[src/rtl/uart_tx_fifo_pkg.sv]
// Shared UART transmit types and constants, plus a width helper for
// counters that must stay at least one bit wide.
package tt_devmonk_pkg;

  typedef enum logic [1:0] {
    IDLE,
    START,
    DATA,
    STOP
  } tx_state_t;

  localparam int UART_DATA_BITS = 8;
  localparam int UART_STOP_BITS = 1;

  function automatic int clog2_min1(input int value);
    return ($clog2(value) < 1) ? 1 : $clog2(value);
  endfunction

endpackage

[src/rtl/uart_tx_fifo_sync_fifo.sv]
// Synchronous FIFO with a registered occupancy count and a combinational
// head read; writes when full and reads when empty are ignored.
module sync_fifo
  import tt_devmonk_pkg::*;
#(
  parameter int WIDTH = 8,
  parameter int DEPTH = 4
) (
  input  logic                   clk,
  input  logic                   rst,
  input  logic                   push,
  input  logic [WIDTH-1:0]       push_data,
  input  logic                   pop,
  output logic [WIDTH-1:0]       head,
  output logic                   full,
  output logic                   empty,
  output logic [$clog2(DEPTH):0] count
);

  localparam int AW = clog2_min1(DEPTH);
  localparam int CW = $clog2(DEPTH) + 1;
  localparam logic [CW-1:0] FULL_COUNT = CW'(DEPTH);

  logic [WIDTH-1:0] mem [DEPTH];
  logic [AW-1:0]    wr_ptr;
  logic [AW-1:0]    rd_ptr;
  logic             do_push;
  logic             do_pop;

  assign full    = (count == FULL_COUNT);
  assign empty   = (count == '0);
  assign do_push = push && !full;
  assign do_pop  = pop && !empty;
  assign head    = mem[rd_ptr];

  // Pointers wrap naturally; the count alone tells full from empty.
  always_ff @(posedge clk) begin
    if (rst) begin
      wr_ptr <= '0;
      rd_ptr <= '0;
      count  <= '0;
    end else begin
      if (do_push) wr_ptr <= wr_ptr + 1'b1;
      if (do_pop)  rd_ptr <= rd_ptr + 1'b1;
      if (do_push && !do_pop)      count <= count + 1'b1;
      else if (do_pop && !do_push) count <= count - 1'b1;
    end
  end

  always_ff @(posedge clk) begin
    if (do_push) mem[wr_ptr] <= push_data;
  end

endmodule

[src/rtl/uart_tx_fifo.sv]
// 8N1 UART transmitter fed by a small byte FIFO; frames are sent LSB-first
// back-to-back while data is queued, and ena freezes the bit engine.
module uart_tx_fifo
  import tt_devmonk_pkg::*;
#(
  parameter int CLKS_PER_BIT = 4,
  parameter int FIFO_DEPTH   = 4
) (
  input  logic                        clk,
  input  logic                        rst,
  input  logic                        ena,
  input  logic [7:0]                  wr_data,
  input  logic                        wr_valid,
  output logic                        wr_ready,
  output logic                        tx,
  output logic                        busy,
  output logic [$clog2(FIFO_DEPTH):0] fifo_count
);

  localparam int TW = clog2_min1(CLKS_PER_BIT);
  localparam logic [TW-1:0] BIT_LAST  = TW'(CLKS_PER_BIT - 1);
  localparam logic [2:0]    DATA_LAST = 3'(UART_DATA_BITS - 1);
  localparam logic [2:0]    STOP_LAST = 3'(UART_STOP_BITS - 1);

  tx_state_t     state;
  tx_state_t     state_next;
  logic [TW-1:0] timer;
  logic [2:0]    bit_idx;
  logic [7:0]    shift;
  logic [7:0]    head;
  logic          fifo_full;
  logic          fifo_empty;
  logic          pop;
  logic          bit_done;
  logic          line_bit;

  sync_fifo #(
    .WIDTH(UART_DATA_BITS),
    .DEPTH(FIFO_DEPTH)
  ) u_fifo (
    .clk      (clk),
    .rst      (rst),
    .push     (wr_valid),
    .push_data(wr_data),
    .pop      (pop),
    .head     (head),
    .full     (fifo_full),
    .empty    (fifo_empty),
    .count    (fifo_count)
  );

  assign wr_ready = !fifo_full;
  assign busy     = (state != IDLE) || !fifo_empty;
  assign bit_done = (timer == BIT_LAST);

  always_ff @(posedge clk) begin
    if (rst) state <= IDLE;
    else     state <= state_next;
  end

  // The STOP exit pops the next byte directly so queued frames have no gap.
  always_comb begin
    state_next = state;
    pop        = 1'b0;
    line_bit   = 1'b1;
    case (state)
      IDLE: begin
        if (ena && !fifo_empty) begin
          pop        = 1'b1;
          state_next = START;
        end
      end
      START: begin
        line_bit = 1'b0;
        if (ena && bit_done) state_next = DATA;
      end
      DATA: begin
        line_bit = shift[0];
        if (ena && bit_done && bit_idx == DATA_LAST) state_next = STOP;
      end
      STOP: begin
        if (ena && bit_done && bit_idx == STOP_LAST) begin
          if (!fifo_empty) begin
            pop        = 1'b1;
            state_next = START;
          end else begin
            state_next = IDLE;
          end
        end
      end
      default: state_next = IDLE;
    endcase
  end

  // tx is registered from the current state, so it trails the state by a cycle.
  always_ff @(posedge clk) begin
    if (rst) begin
      timer   <= '0;
      bit_idx <= '0;
      shift   <= '0;
      tx      <= 1'b1;
    end else if (ena) begin
      tx    <= line_bit;
      timer <= (state == IDLE || bit_done) ? '0 : timer + 1'b1;
      case (state)
        IDLE:  bit_idx <= '0;
        START: if (bit_done) bit_idx <= '0;
        DATA: begin
          if (bit_done) begin
            shift   <= shift >> 1;
            bit_idx <= (bit_idx == DATA_LAST) ? '0 : bit_idx + 1'b1;
          end
        end
        STOP: if (bit_done) bit_idx <= (bit_idx == STOP_LAST) ? '0 : bit_idx + 1'b1;
        default: bit_idx <= '0;
      endcase
      if (pop) shift <= head;
    end
  end

endmodule

[config.mk]
export PLATFORM = sky130hd
export DESIGN_NAME = uart_tx_fifo
export DESIGN_NICKNAME = d
export VERILOG_FILES = /design/src/rtl/uart_tx_fifo_pkg.sv /design/src/rtl/uart_tx_fifo_sync_fifo.sv /design/src/rtl/uart_tx_fifo.sv
export SDC_FILE = /design/constraint.sdc
export NUM_CORES = 1
export LEC_CHECK = 0
export CAP_MARGIN = 15
export CORE_MARGIN = 5
export CORE_UTILIZATION = 50
export DETAILED_ROUTE_END_ITERATION = 8
export PLACE_DENSITY = 0.7
export SYNTH_ARGS = -nofsm -noshare
export SYNTH_HDL_FRONTEND = slang
export SYNTH_SLANG_ARGS = --single-unit
[constraint.sdc]
create_clock -name clk -period 3.46 [get_ports clk]
set_input_delay 0.519 -clock clk [delete_from_list [all_inputs] [get_ports clk]]
set_output_delay 0.519 -clock clk [all_outputs]
set_load 0.005 [all_outputs]
## Word level (Yosys, flattened, before mapping)

Memory sizes are Yosys's and may differ from the RTL's. A register that Yosys moved wholly into a read port is not among the register bits.
Index checks and enable logic that the tools add are counted.

| storage, ports and cells | value |
|---|---|
| flip-flop bits (word level) | 23 |
| memories kept | 1 |
| RAM bits | 32 |
| output and inout bits | 6 |

Memory list:

| name | depth | bits a word | rd ports | clocked after memory_dff | write ports | line | source |
|---|---|---|---|---|---|---|---|
| u_fifo.mem | 4 | 8 | 1 | 1 | 1 | uart_tx_fifo_sync_fifo.sv:24 | `logic [WIDTH-1:0] mem [DEPTH];` |

| cells by class | value |
|---|---|
| $add $sub $neg | 6 |
| muxes and demuxes | 27 |
| reductions and logical operators | 24 |
| equality and inequality tests | 13 |

Operators by type and width:

| cell | number |
|---|---|
| $mux 8 | 3 |
| $mux 3 | 7 |
| $mux 2 | 7 |
| $ne 2x2->1 const B | 7 |
| $pmux 3 s4 | 1 |
| $logic_and 1x1->1 | 8 |
| $pmux 2 s4 | 1 |
| $reduce_and 4->1 | 2 |
| $reduce_bool 2->1 | 4 |
| $add 2x1->2 const B | 3 |
| $add 3x1->3 const B | 2 |
| $eq 2x2->1 const B | 3 |
| $eq 3x3->1 const B | 2 |
| $logic_not 3->1 | 2 |
| $mux 1 | 6 |
| $logic_not 1->1 | 4 |
| $pmux 1 s2 | 2 |
| $reduce_and 3->1 | 1 |
| $sub 3x1->3 const B | 1 |
| $eq 2x1->1 const B | 1 |
| $logic_not 2->1 | 1 |
| $logic_or 1x1->1 | 2 |

## Longest topological paths before layout

| depth | value |
|---|---|
| depth after elaboration | 9 |
| gate-level depth with buffers | 11 |
| gate-level depth less buffers | 10 |

## Hierarchy

Synthesis repeated with hierarchy kept, for this count alone.

| second synthesis, totals | value |
|---|---|
| cells, all modules | 197 |
| area total of the unflattened synthesis | 2,571.2 µm² |

Modules (own cells, without submodules):

| module | cells each | area an instance (µm²) | instances | sequential area each (µm²) |
|---|---|---|---|---|
| sync_fifo | 90 | 1,620.3 | 1 | 1,141.1 |
| uart_tx_fifo | 107 | 950.9 | 1 | 320.3 |

## Worst setup path after synthesis

No wires, ideal clock.

| timing path | value |
|---|---|
| kind | register to register |
| from | reg bit_idx[0] |
| to | reg u_fifo.count[2] |
| data required time | 3,389 ps |
| slack | 927 ps |
| arrival time | 2,463 ps |
| period minus slack after synthesis | 2,533 ps |
| stages on the path, launching flop included | 12 |
| cells stage by stage | dfxtp_1 inv_1 ha_1 and4b_2 o2111ai_4 buf_8 ha_1 inv_1 fa_1 xor2_1 or3_1 a21oi_1 |

| between the ends | value |
|---|---|
| longest elaborated chain between the ends | 8 |
| elaborated cells on any way between the ends | 10 |
| those cells by class | mux (3); reduce/logical (7) |

Ends and longest elaborated chain:

| what | line | source |
|---|---|---|
| start: declaration | uart_tx_fifo.sv:28 | `logic [2:0] bit_idx;` |
| start signal: assignment | uart_tx_fifo.sv:111 | `bit_idx <= (bit_idx == DATA_LAST) ? '0 : bit_idx + 1'b1;` |
| start signal: assignment | uart_tx_fifo.sv:114 | `STOP: if (bit_done) bit_idx <= (bit_idx == STOP_LAST) ? '0 : bit_idx + 1'b1;` |
| $logic_not 3->1 (*) | uart_tx_fifo.sv:82 | `if (ena && bit_done && bit_idx == STOP_LAST) begin` |
| $logic_and 1x1->1 (*) | uart_tx_fifo.sv:82 |  |
| $mux 1 (*) | uart_tx_fifo.sv:82 |  |
| $pmux 1 s2 (*) | uart_tx_fifo.sv:66 | `case (state)` |
| $logic_and 1x1->1 (*) | uart_tx_fifo_sync_fifo.sv:33 | `assign do_pop = pop && !empty;` |
| $logic_not 1->1 | uart_tx_fifo_sync_fifo.sv:45 | `if (do_push && !do_pop) count <= count + 1'b1;` |
| $logic_and 1x1->1 | uart_tx_fifo_sync_fifo.sv:45 |  |
| $mux 3 or $reduce_bool 2->1 (tied branches) | - |  |
| end signal: assignment | uart_tx_fifo_sync_fifo.sv:45 |  |
| end signal: assignment | uart_tx_fifo_sync_fifo.sv:46 | `else if (do_pop && !do_push) count <= count - 1'b1;` |
| end: declaration | uart_tx_fifo_sync_fifo.sv:17 | `output logic [$clog2(DEPTH):0] count` |

Every way passes the cells marked *; elsewhere a longest branch is shown, timed or not.
A chain may end at the register's enable or synchronous reset.

## Final worst setup path

Ends and elaborated chain as after synthesis.

==> results.txt <==
- TritonCTS built the clock tree.
* Worst clock skew on the final layout: 3.27 ps
* Number of inserted diodes: 0
- Via count: 1482
- Layout cells sized above 1: 13.4%
- Setup repair after global routing left no endpoint under its margin.
- The tool flagged a number of max-cap violations equal to 0.
- The first routing iteration left 73 violations.
- Setup-failing EPs final: 0
- Filler Cells Inserted: 371
- The worst setup path is captured at a register.
- Number of max-slew violations in the final report: 0
- The netlist uses 37 different library cells.
* Clock Sink Count: 57
* Maximum clock frequency: 0.352 GHz
* Combinational cell fraction of total power: 28.7%
- The worst setup path is of the reg2reg kind.
- The detail route stage leaves a number of antenna-violating nets equal to 0.
- Cell taking the most area after synthesis: sky130_fd_sc_hd__edfxtp_1
* CTS Root Buffer Type: sky130_fd_sc_hd__clkbuf_8
* Share of total power in sequential cells: 42.3%
- Port buffering added 17 buffers.
- Number of instances resized during post-cts repair: 0
- Before CTS, the worst setup slack after placement is 602 ps.
* Area added between synthesis and finish: 16.9%
- Endpoints failing hold: 0
- The H-tree generated during clock tree synthesis spans 3 levels.
* YS warnings: 0
- Adding up every negative setup slack in the final design gives 0 ps.
* Height of the chip: 80.8 um
- Total core area: 4790 sq um
- The initial utilization of the core area, before any placement, comes to 52.4%.
- The wire-length estimate of the detail-placed layout is 2.96 mm.
* Ports placed on the boundary: 18
- Number of cell rows: 25
* Most used flip-flop cell after synthesis: sky130_fd_sc_hd__edfxtp_1
- After synthesis, flip-flops and latches occupy 58.3% of the total area.
* Worst Hold Slack: 480 ps
- Total global-route track usage: 14.6%
- Post-CTS setup buffers: 0
- The worst pin sits at a relative slew slack of 40.7%.
- In the final layout, the multi-input gates occupy 960 sq um.
- Quantity of hold-fixing buffers added after cts: 0
* Post-Synthesis Mean Instance Area: 13.2 sq um
* Post-synth top area share: 38.3%
- Most common cell after layout, fill and taps aside: sky130_fd_sc_hd__edfxtp_1
* Die X: 80.8 um
* Placement-stage cell area: 2720 sq um
* Sequential Area: 1460 sq um
* RePlAce Congestion: 0.773
* Gr ovfl total: 0
- Biggest area contributors in the synthesized netlist: sky130_fd_sc_hd__edfxtp_1, sky130_fd_sc_hd__dfxtp_1, sky130_fd_sc_hd__mux4_2
* Via density per instance: 5.24
- Along the worst path, the maximum fanout reaches 19.
- The first global-routing pass estimated 7.00 mm of wire.
- Least-Margin Pin Slew: 887 ps
- Commonest cells after routing, fill and taps aside: sky130_fd_sc_hd__edfxtp_1, sky130_fd_sc_hd__nor2_1, sky130_fd_sc_hd__dfxtp_1
- Yosys mapped a number of flops with a built-in enable equal to 32.
- Switching Fraction: 29.7%
* Clk Latency, worst-skew pair: 320 ps
- Total wire length: 4.14 mm
* Data required time at the worst endpoint: 3690 ps
* Worst vdd ir: 0.365 mV
* Synth Net Count: 217
* Number of instances in the synthesized netlist: 190
* Period utilisation layout: 82.1%
* Result of the run: complete, no violations
* Reported net switching power: 0.664 mW
- Die area: 6530 sq um
* Total Power: 2.23 mW
- Maximum buffer depth of the clock tree: 2
- In the final routed layout, each cell accounts on average for 14.6 um.
- Data arrives at the worst endpoint at 3070 ps.
- Largest net degree at the start of global routing: 25
- Antenna violations before repair: 0
- Number of clock buffers inserted by TritonCTS: 9
* Final critical-path required period: 2840 ps
- Summed over all cells, the static leakage comes to 1.10 nW.
- Remaining DRCs: 0
* CTS clock-pin slew for the worst setup and hold paths: 60 ps
* Clock power frac: 29.0%
- The internal portion of the total power is 1.57 mW.
* Final net count: 238
- Number of iterations in the first detailed-routing pass: 4
- STA classifies the critical path startpoint as a register.
- For this design the ratio of total power to cell area is 763 nW/um^2.
- Final critical-path setup slack: 619 ps
- Proportion of register bits with asynchronous set or reset after synthesis: 0%
- Summing all non-filler instances in the final layout gives an area of 2930 sq um.
* Number of global-route vias before repair: 1535
* Synthesized flop and latch total: 57
- Path category of the worst min-delay check: reg2reg
- Area of the mapped netlist: 2510 sq um
area by class of cell:
class | count | area share (%)
repair buffers | 17 | 5.81
well taps | 67 | 2.86
multi-input cells | 114 | 32.8
inverters | 12 | 1.54
flip-flops and latches | 57 | 49.9
clock inverters | 7 | 2.90
clock buffers | 9 | 4.23
routing by layer:
metal  GRT usage [%]  vias to the layer above  wire length [um]
met5               0                        -                 0
met4            7.60                        0                63
met3            4.43                        8               138
met2            25.2                       22              2120
met1            16.2                      719              1810
li1                -                      733                 -
per-stage QoR:
stage	util [%]	std cells
floorplan	-	190
global placement	56.8	267
detailed placement	56.8	267
CTS	61.2	283
global route	61.2	283
finish	61.2	283
Yosys cell counts (all sizes together), types with 2 or more instances:
cell / instances
or3: 2
nand2: 4
nand2b: 2
inv: 12
buf: 3
mux2i: 10
xnor2: 3
dfxtp: 25
o21ai: 4
and3: 4
ha: 14
xor2: 2
edfxtp: 32
clkbuf: 4
or2: 2
nor2: 26
a211oi: 9
nor3: 4
nand3: 2
a21oi: 7
mux4: 8
worst max-delay path: stages, from the launching register on:
cell	delay, ps
sky130_fd_sc_hd__dfxtp_1	390
sky130_fd_sc_hd__inv_1	60
sky130_fd_sc_hd__ha_1	220
sky130_fd_sc_hd__and4b_2	260
sky130_fd_sc_hd__o2111ai_4	470
sky130_fd_sc_hd__ha_1	290
sky130_fd_sc_hd__inv_1	60
sky130_fd_sc_hd__fa_1	370
sky130_fd_sc_hd__xor2_1	160
sky130_fd_sc_hd__or3_1	320
sky130_fd_sc_hd__a21oi_1	150
registers in the layout (all words and copies together), names as in the netlist, 2 cells and up, named ones only:
signal,count
bit_idx,3
shift,8
state,2
timer,2
u_fifo.count,3
u_fifo.mem,32
u_fifo.rd_ptr,2
u_fifo.wr_ptr,2
power groups by stage:
stage | clock (mW) | combinational, mW | sequential, mW
after floorplan | 0 | 0.517 | 0.915
after global placement | 0 | 0.612 | 0.953
after detailed placement | 0 | 0.644 | 0.961
after CTS | 0.662 | 0.649 | 0.946
after global routing | 0.700 | 0.721 | 0.963
final | 0.647 | 0.642 | 0.945
worst paths after layout:
kind,from,to,slack [ps],depth (start not counted)
worst max-delay path,bit_idx[0],u_fifo.count[2],620,10
worst min-delay path,timer[1],timer[1],480,2
worst max register to register,bit_idx[0],u_fifo.count[2],620,10
worst min register to register,timer[1],timer[1],480,2
kinds of logic after synthesis:
| family | after synthesis | share of synthesized area, % |
|---|---|---|
| AO/OA/AOI/OAI | 25 | 7.29 |
| XOR/XNOR | 5 | 1.75 |
| adder cells (fa/ha/maj) | 15 | 7.79 |
| buffers and inverters | 19 | 3.39 |
| flip-flops | 57 | 58.3 |
| multiplexers | 19 | 11.6 |
| AND/OR/NAND/NOR | 50 | 9.84 |
No activity file was read; power rests on OpenSTA's default activity.
